**src/rtl/ma216_audio_i2s.sv**
```systemverilog
// MA216 audio output stage: DAC capture, RC low-pass model, mono I2S.
// Single clock domain; audio_in is resynchronized and deglitched here.
module ma216_audio_i2s #(
  parameter int SCLK_DIV     = 4,
  parameter int FILTER_SHIFT = 3
) (
  input  logic        clk,
  input  logic        reset_n,
  input  logic [7:0]  audio_in,
  input  logic        mute,
  output logic        audio_sclk,
  output logic        audio_lrck,
  output logic        audio_sdata,
  output logic        sample_strobe,
  output logic [15:0] pcm_out
);

  localparam int DW =
    (SCLK_DIV > 2) ? $clog2(SCLK_DIV) : 1;
  localparam logic [DW-1:0] DIV_LAST =
    DW'(SCLK_DIV - 1);
  localparam logic [DW-1:0] DIV_PRE =
    DW'(SCLK_DIV / 2 - 1);

  logic [7:0] s1;
  logic [7:0] s2;
  logic [7:0] s3;
  logic [7:0] held;

  always_ff @(posedge clk or negedge reset_n) begin
    if (!reset_n) begin
      s1   <= 8'h80;
      s2   <= 8'h80;
      s3   <= 8'h80;
      held <= 8'h80;
    end else begin
      s1 <= audio_in;
      s2 <= s1;
      s3 <= s2;
      if (s2 == s3) begin
        held <= s3;
      end
    end
  end

  logic [15:0]        x;
  logic [15:0]        y;
  logic [15:0]        y_next;
  logic signed [16:0] diff;
  logic signed [16:0] step;

  assign x = {~held[7], held[6:0], 8'h00};

  // Arithmetic shift floors, so rising steps settle just below x.
  always_comb begin
    diff   = {x[15], x} - {y[15], y};
    step   = diff >>> FILTER_SHIFT;
    y_next = 16'({y[15], y} + step);
  end

  logic [DW-1:0] div;
  logic [5:0]    bit_cnt;
  logic [5:0]    bit_nxt;
  logic [4:0]    slot_pos;
  logic [3:0]    idx;
  logic          in_slot;
  logic          sdata_nxt;
  logic          fall;
  logic          rise;
  logic          frame_start;
  logic [15:0]   shadow;

  assign fall        = (div == DIV_LAST);
  assign rise        = (div == DIV_PRE);
  assign bit_nxt     = bit_cnt + 6'd1;
  assign frame_start = fall && (bit_cnt == 6'd63);
  assign slot_pos    = bit_nxt[4:0];

  // Position p maps to shadow[16-p]; p=16 wraps to index 0.
  assign idx     = 4'd0 - slot_pos[3:0];
  assign in_slot = (slot_pos != 5'd0) &&
                   (slot_pos <= 5'd16);

  always_comb begin
    sdata_nxt = 1'b0;
    unique case (1'b1)
      in_slot: sdata_nxt = shadow[idx];
      default: sdata_nxt = 1'b0;
    endcase
  end

  always_ff @(posedge clk or negedge reset_n) begin
    if (!reset_n) begin
      div           <= '0;
      bit_cnt       <= 6'd63;
      audio_sclk    <= 1'b0;
      audio_lrck    <= 1'b0;
      audio_sdata   <= 1'b0;
      sample_strobe <= 1'b0;
    end else begin
      sample_strobe <= frame_start;
      if (fall) begin
        div         <= '0;
        bit_cnt     <= bit_nxt;
        audio_sclk  <= 1'b0;
        audio_lrck  <= bit_nxt[5];
        audio_sdata <= sdata_nxt;
      end else begin
        div <= div + DW'(1);
        if (rise) begin
          audio_sclk <= 1'b1;
        end
      end
    end
  end

  always_ff @(posedge clk or negedge reset_n) begin
    if (!reset_n) begin
      y      <= '0;
      shadow <= '0;
    end else if (frame_start) begin
      y      <= y_next;
      shadow <= mute ? 16'h0000 : y_next;
    end
  end

  assign pcm_out = y;

endmodule

```
**config.mk**
```make
export PLATFORM = sky130hd
export DESIGN_NAME = ma216_audio_i2s
export DESIGN_NICKNAME = d
export VERILOG_FILES = /design/src/rtl/ma216_audio_i2s.sv
export SDC_FILE = /design/constraint.sdc
export NUM_CORES = 1
export LEC_CHECK = 0
export CAP_MARGIN = 20
export CORE_ASPECT_RATIO = 1.1
export CORE_MARGIN = 2
export CORE_UTILIZATION = 35
export CTS_BUF_LIST = sky130_fd_sc_hd__clkbuf_2 sky130_fd_sc_hd__clkbuf_4 sky130_fd_sc_hd__clkbuf_8
export CTS_CLUSTER_SIZE = 12
export DETAILED_ROUTE_END_ITERATION = 8
export PLACE_DENSITY = 0.61
export SYNTH_ARGS = -nofsm -noshare
export SYNTH_HDL_FRONTEND = slang
export SYNTH_SLANG_ARGS = --single-unit
```
**constraint.sdc**
```tcl
create_clock -name clk -period 4.5 [get_ports clk]
set_input_delay 0.9 -clock clk [delete_from_list [all_inputs] [get_ports clk]]
set_output_delay 0.9 -clock clk [all_outputs]
set_load 0.02 [all_outputs]
```
==> impl_metrics.toml, run 1 <==
[global_routing]
antenna_found_initial = 0
grt_overflow_total = 0
gr-usage-all-layers_pct = 14.0
grt_max_degree = 77
grt_pass1_wl_um = 13800
grt_pass1_vias = 2868

[final_layout]
final_nets = 455
drive_gt1_share_pct = 13.8
antenna_cells = 0
fill_cells = 1127
syn2layout_area_growth_pct = 15.9
fin_area_sq_mm = 0.00472
postLayoutCoreUtil_pct = 41.4

[floorplanning]
num_rows = 41
core_sq_mm = 0.0114
die_h_um = 117
die_w_um = 107
io_pins = 31
dieArea_sq_mm = 0.0125
start_util_pct = 35.7

[setup_path]
worstPathArrival_ps = 3770
slowest_stage = "dfrtp_1"
startpoint_type = "register"
timing.rr.end = "pcm_out[15]"
slowest_delay_ps = 490
crit_required_ps = 4740
reg2reg_slack_ps = 970
reg2reg_from = "pcm_out[4]"
crit_type = "register to register"
critical_path.most_common_cell = "nand2_1"
path_cells = "nor4_2 -> nand4_1 -> a31oi_2 -> nand2_1 -> nand2_1 -> a21oi_1 -> xnor2_1 -> ha_1 -> a21o_1 -> a21o_1 -> a21oi_1 -> o211ai_1 -> xor2_1 -> nand2_1 -> xnor2_1"
end_kind = "register"
reg2reg_depth = 15
crit_fanout = 9

[run_status]
status = "complete, no violations"

[detailed_routing]
drtIter0Drc = 162
ant_nets = 0
drt_pre_antenna_iters = 4
drc_errors = 0
routed_wl_um = 8140
vias = 2860
drt-wirelength-per-cell_um = 14.3
vias_per_cell = 5.02

[yosys]
seq_area_frac_synth_pct = 47.0
synth_most_common_cell = "dfrtp_1"
synth_fp_nets = 424
syn_area_per_cell_sq_um = 10.6
synth_edf_count = 0
ys_top_cells_by_area = "dfrtp_1, ha_1, dfstp_2, nand2_1, xnor2_1"
synthFlopType = "dfrtp_1"
synth_top_cell_area_share_pct = 40.6
syn_area_sq_mm = 0.00407
yosysTopAreaCell = "dfrtp_1"
synthTopCellsByCount = "dfrtp_1, nand2_1, ha_1, nor2_1"
postSynthCellCount = 384
async_reset_ff_share_pct = 100
synthDistinctLibCells = 49
yosysWarnings = 0
ys_ff_latch = 76

[place]
hpwl_um = 5990
port_buffers = 30
place_ws_ps = 978
globalplace.congestion = 0.909
placedInstanceArea_sq_mm = 0.00452

[clocking]
ctsHoldBuffers = 0
root_buffer = "clkbuf_8"
cts_buffer_depth = 2
cts_setup_buffers = 0
cts_buffers = 9
cts_sinks = 76
clkSlewWorstSetupHoldPaths_ps = 90
ctsResizeCount = 0
tritoncts = "done"
htree_levels = 3
insertion_delay_ps = 350

[sta]
slew_headroom_pct = 36.9
period_minus_slack_ps = 3530
setup-violations-final = 0
skew_ps = 12.5
tns_ps = 0
finalCritPeriodShare_pct = 78.4
fmax_mhz = 284
rsz0062_at_grt = "false"
slew_viol_final = 0
worst_pin_slew_ps = 947
finalHoldViolCount = 0
layout_setup_ws_ps = 974

[power_and_ir_drop]
vdd_drop_max_mv = 0.184
leakagePower_nw = 2.10
power.density_mw_per_mm2 = 341

[min_path]
hold_path_end = "s2[5]"
holdCritStartpoint = "s1[5]"
whs_path_depth = 0
hold_class = "register to register"

[flow_run]
maxCapViolations = 0
[critical path: cells and delay by family, from the launching register on]
kind | cells | cell delay [ps]
adder cells (fa/ha/maj) | 1 | 310
AND/OR/NAND/NOR | 5 | 990
flip-flops | 1 | 490
XOR/XNOR | 3 | 560
AO/OA/AOI/OAI | 6 | 1060
[placed cells by master, fill, tap and decap left out, types with 4 or more instances in the layout]
cell and n:
a22o_1 5, nor2b_1 4, or3_1 5, a21o_1 5
dfrtp_1 66, nand3_1 5, xnor2_1 20, mux4_2 5
clkdlybuf4s50_1 29, nor3_1 4, o21bai_1 5, clkbuf_8 9
nand4_1 5, inv_1 17, ha_1 29, nand2_1 49
o21ai_1 14, o21a_1 4, nor2_1 25, dfstp_2 10
xor2_1 20, mux2_2 11, a21oi_1 16, o21ai_0 10
[state kept, by name, summed over array words and instances (netlist names), 2 cells and up]
name / flops
held: 8
s2: 8
div: 2
shadow: 16
s1: 8
pcm_out: 16
bit_cnt: 6
s3: 8
[layer usage]
layer,track usage (%),share of wire [%],up-vias
met5,0,0,-
met4,6.49,2.6,0
met3,3.05,3.5,19
met2,22.7,48,54
met1,18.1,46,1380
li1,-,-,1407
[worst max-delay path by stage]
stage / startpoint / end / cells past startpoint
2_1_floorplan: pcm_out[9] / pcm_out[15] / 16
3_3_place_gp: pcm_out[9] / pcm_out[15] / 16
3_5_place_dp: pcm_out[4] / pcm_out[15] / 15
4_1_cts: pcm_out[4] / pcm_out[15] / 15
5_1_grt: pcm_out[4] / shadow[15] / 15
6_report: pcm_out[4] / pcm_out[15] / 15
[power by group]
group / total, mW / internal [mW] / switching, mW
combinational: 0.368 / 0.145 / 0.223
sequential: 0.717 / 0.706 / 0.0111
clock: 0.522 / 0.259 / 0.263
total: 1.61 / 1.11 / 0.497
[through the flow]
step	power, mW	std cells	hold WS [ps]
6_report	1.61	570	344
2_1_floorplan	1.00	384	331
4_1_cts	1.62	570	352
5_1_grt	1.70	570	360
3_3_place_gp	1.09	554	334
3_5_place_dp	1.09	554	336
[cell type report]
class | instances | area [sq um] | area share, %
Multi-Input combinational cell | 279 | 2040 | 43.3
Sequential cell | 76 | 1910 | 40.6
Timing Repair Buffer | 31 | 305 | 6.47
Tap cell | 150 | 188 | 3.98
Clock buffer | 9 | 124 | 2.63
Clock inverter | 7 | 76.3 | 1.62
Inverter | 18 | 67.6 | 1.43
[cells by family (layout without fill, tap and decap cells)]
kind of cell / count (synthesis) / after routing / synth area share [%]
simple gates: 112 / 112 / 12.9
buf+inv: 29 / 65 / 2.77
fa+ha+maj: 29 / 29 / 8.92
flops: 76 / 76 / 47.0
mux: 16 / 16 / 5.81
compound gates: 82 / 82 / 14.0
xor+xnor: 40 / 40 / 8.61
No activity file was read; power rests on OpenSTA's default activity.
==> run 2: changes to the inputs <==
--- a/config.mk
+++ b/config.mk
@@ -12,7 +12,7 @@
 export CTS_BUF_LIST = sky130_fd_sc_hd__clkbuf_2 sky130_fd_sc_hd__clkbuf_4 sky130_fd_sc_hd__clkbuf_8
 export CTS_CLUSTER_SIZE = 12
 export DETAILED_ROUTE_END_ITERATION = 8
-export PLACE_DENSITY = 0.61
+export PLACE_DENSITY = 0.63
 export SYNTH_ARGS = -nofsm -noshare
 export SYNTH_HDL_FRONTEND = slang
 export SYNTH_SLANG_ARGS = --single-unit
==> constraint.sdc (replaced) <==
create_clock -name clk -period 2.96 [get_ports clk]
set_input_delay 0.592 -clock clk [delete_from_list [all_inputs] [get_ports clk]]
set_output_delay 0.592 -clock clk [all_outputs]
set_load 0.02 [all_outputs]
==> impl_metrics.toml, run 2 (same netlist as run 1, synthesis figures left out) <==
[setup_path]
crit_type = "register to register"
reg2reg_from = "pcm_out[4]"
startpoint_type = "register"
setup.worst_path.start = "pcm_out[4]"
crit_fanout = 4
worstPathArrival_ps = 3440
crit_required_ps = 3200
end_kind = "register"

[power_and_ir_drop]
power_switching_mw = 0.948
power_mw = 3.09
p_sw_share_pct = 30.7
p_clk_share_pct = 29.2
combPwrFrac_pct = 35.5
vdd_drop_max_mv = 0.296
p_seq_share_pct = 35.3
p_int_mw = 2.14
leakagePower_nw = 2.58
power.density_mw_per_mm2 = 540

[clocking]
cts_sinks = 76
tritoncts = "done"
htree_levels = 3
root_buffer = "clkbuf_8"
insertion_delay_ps = 360
cts_buffer_depth = 2
cts_buffers = 9
clkSlewWorstSetupHoldPaths_ps = 80

[sta]
setup-violations-final = 8
fmax_mhz = 312
tns_ps = -1070
worst_pin_slew_ps = 913
rsz0062_at_grt = "true"
finalHoldViolCount = 0
skew_ps = 12.9
finalCritPeriodShare_pct = 108
layout_setup_ws_ps = -240
slew_viol_final = 0
slew_headroom_pct = 39.1
period_minus_slack_ps = 3200

[floorplanning]
io_pins = 31
num_rows = 41
start_util_pct = 35.7
die_w_um = 107
die_h_um = 117
core_sq_mm = 0.0114
dieArea_sq_mm = 0.0125

[place]
port_buffers = 30
hpwl_um = 6600
globalplace.congestion = 0.837
dp_cells = 611

[run_status]
status = "finished, violations left"
violations = "negative setup slack"

[final_layout]
final_cells = 643
final_nets = 528
syn2layout_area_growth_pct = 40.7
fill_cells = 1004
final_cell_mix = "buf_4, dfrtp_1, nand2_1, clkdlybuf4s50_1, ha_1"
antenna_cells = 0
final_common_cell = "buf_4"
drive_gt1_share_pct = 37.7

[global_routing]
grt_pass1_vias = 3183
gr-usage-all-layers_pct = 15.7
grt_pass1_wl_um = 15300
grt_max_degree = 77
grt_overflow_total = 0
antenna_found_initial = 0

[detailed_routing]
drc_errors = 0
vias = 3201
vias_per_cell = 4.98
drt_pre_antenna_iters = 4
ant_nets = 0
routed_wl_um = 9440
drt-wirelength-per-cell_um = 14.7
drtIter0Drc = 117

[min_path]
holdCritStartpoint = "s1[3]"
hold_class = "register to register"

[flow_run]
maxCapViolations = 0
[run 2: critical path, cell delays in order (launching register included)]
cell      delay [ps]
dfrtp_2          450
nor4_4           340
nand4_1          200
a31oi_2          210
buf_4            170
a21oi_2           40
ha_1             310
buf_4            130
nand4_1          150
or3_1            410
o211ai_1         220
xor2_1           230
xnor2_1          150
o21ai_1           70
[run 2: final cells by class]
cell class / instances / area, sq um / area share, %
multi-input combinational: 279 / 2430 / 42.4
sequential: 76 / 1920 / 33.6
timing repair buffer: 104 / 891 / 15.6
tap: 150 / 188 / 3.28
clock buffer: 11 / 145 / 2.54
clock inverter: 5 / 83.8 / 1.46
inverter: 18 / 67.6 / 1.18
[run 2: repair_timing]
action | in CTS | in global routing
setup buffers | 12 | 6
gates resized for setup | 41 | 34
setup endpoints to repair | 17 | 21
endpoints found under the hold margin | 0 | 0
pin swaps | 46 | 50
hold buffers | 0 | 0
[run 2: power by group through the flow]
| stage | registers, mW | logic (mW) | clock network, mW |
|---|---|---|---|
| after floorplan | 1.11 | 0.434 | 0 |
| after global placement | 1.11 | 0.728 | 0 |
| after detailed placement | 1.11 | 0.735 | 0 |
| after CTS | 1.09 | 0.874 | 0.917 |
| after global routing | 1.10 | 1.18 | 0.962 |
| final | 1.09 | 1.10 | 0.902 |
[run 2: metrics by stage]
step	setup WS (ps)	area (sq um)	utilization (%)	hold slack [ps]
finish	-240	5720	50.3	353
global route	-478	5720	50.3	360
CTS	-221	5500	48.3	358
detailed placement	-256	5000	43.9	336
global placement	-182	5000	43.9	335
floorplan	-149	4130	-	296
[run 2: worst paths after layout]
kind | cells after the start | slack, ps | to
worst min register to register | 0 | 350 | s2[3]
min in group asynchronous | 1 | 370 | sample_strobe
max in group asynchronous | 1 | 1960 | pcm_out[9]
worst min-delay path | 0 | 350 | s2[3]
worst max-delay path | 13 | -240 | shadow[15]
worst max register to register | 13 | -240 | shadow[15]
[run 2: metal layers]
| metal | track usage [%] | routed length [um] |
|---|---|---|
| met2 | 27.4 | 4800 |
| met5 | 0 | 0 |
| met3 | 3.27 | 250 |
| met1 | 19.4 | 4160 |
| met4 | 5.28 | 225 |
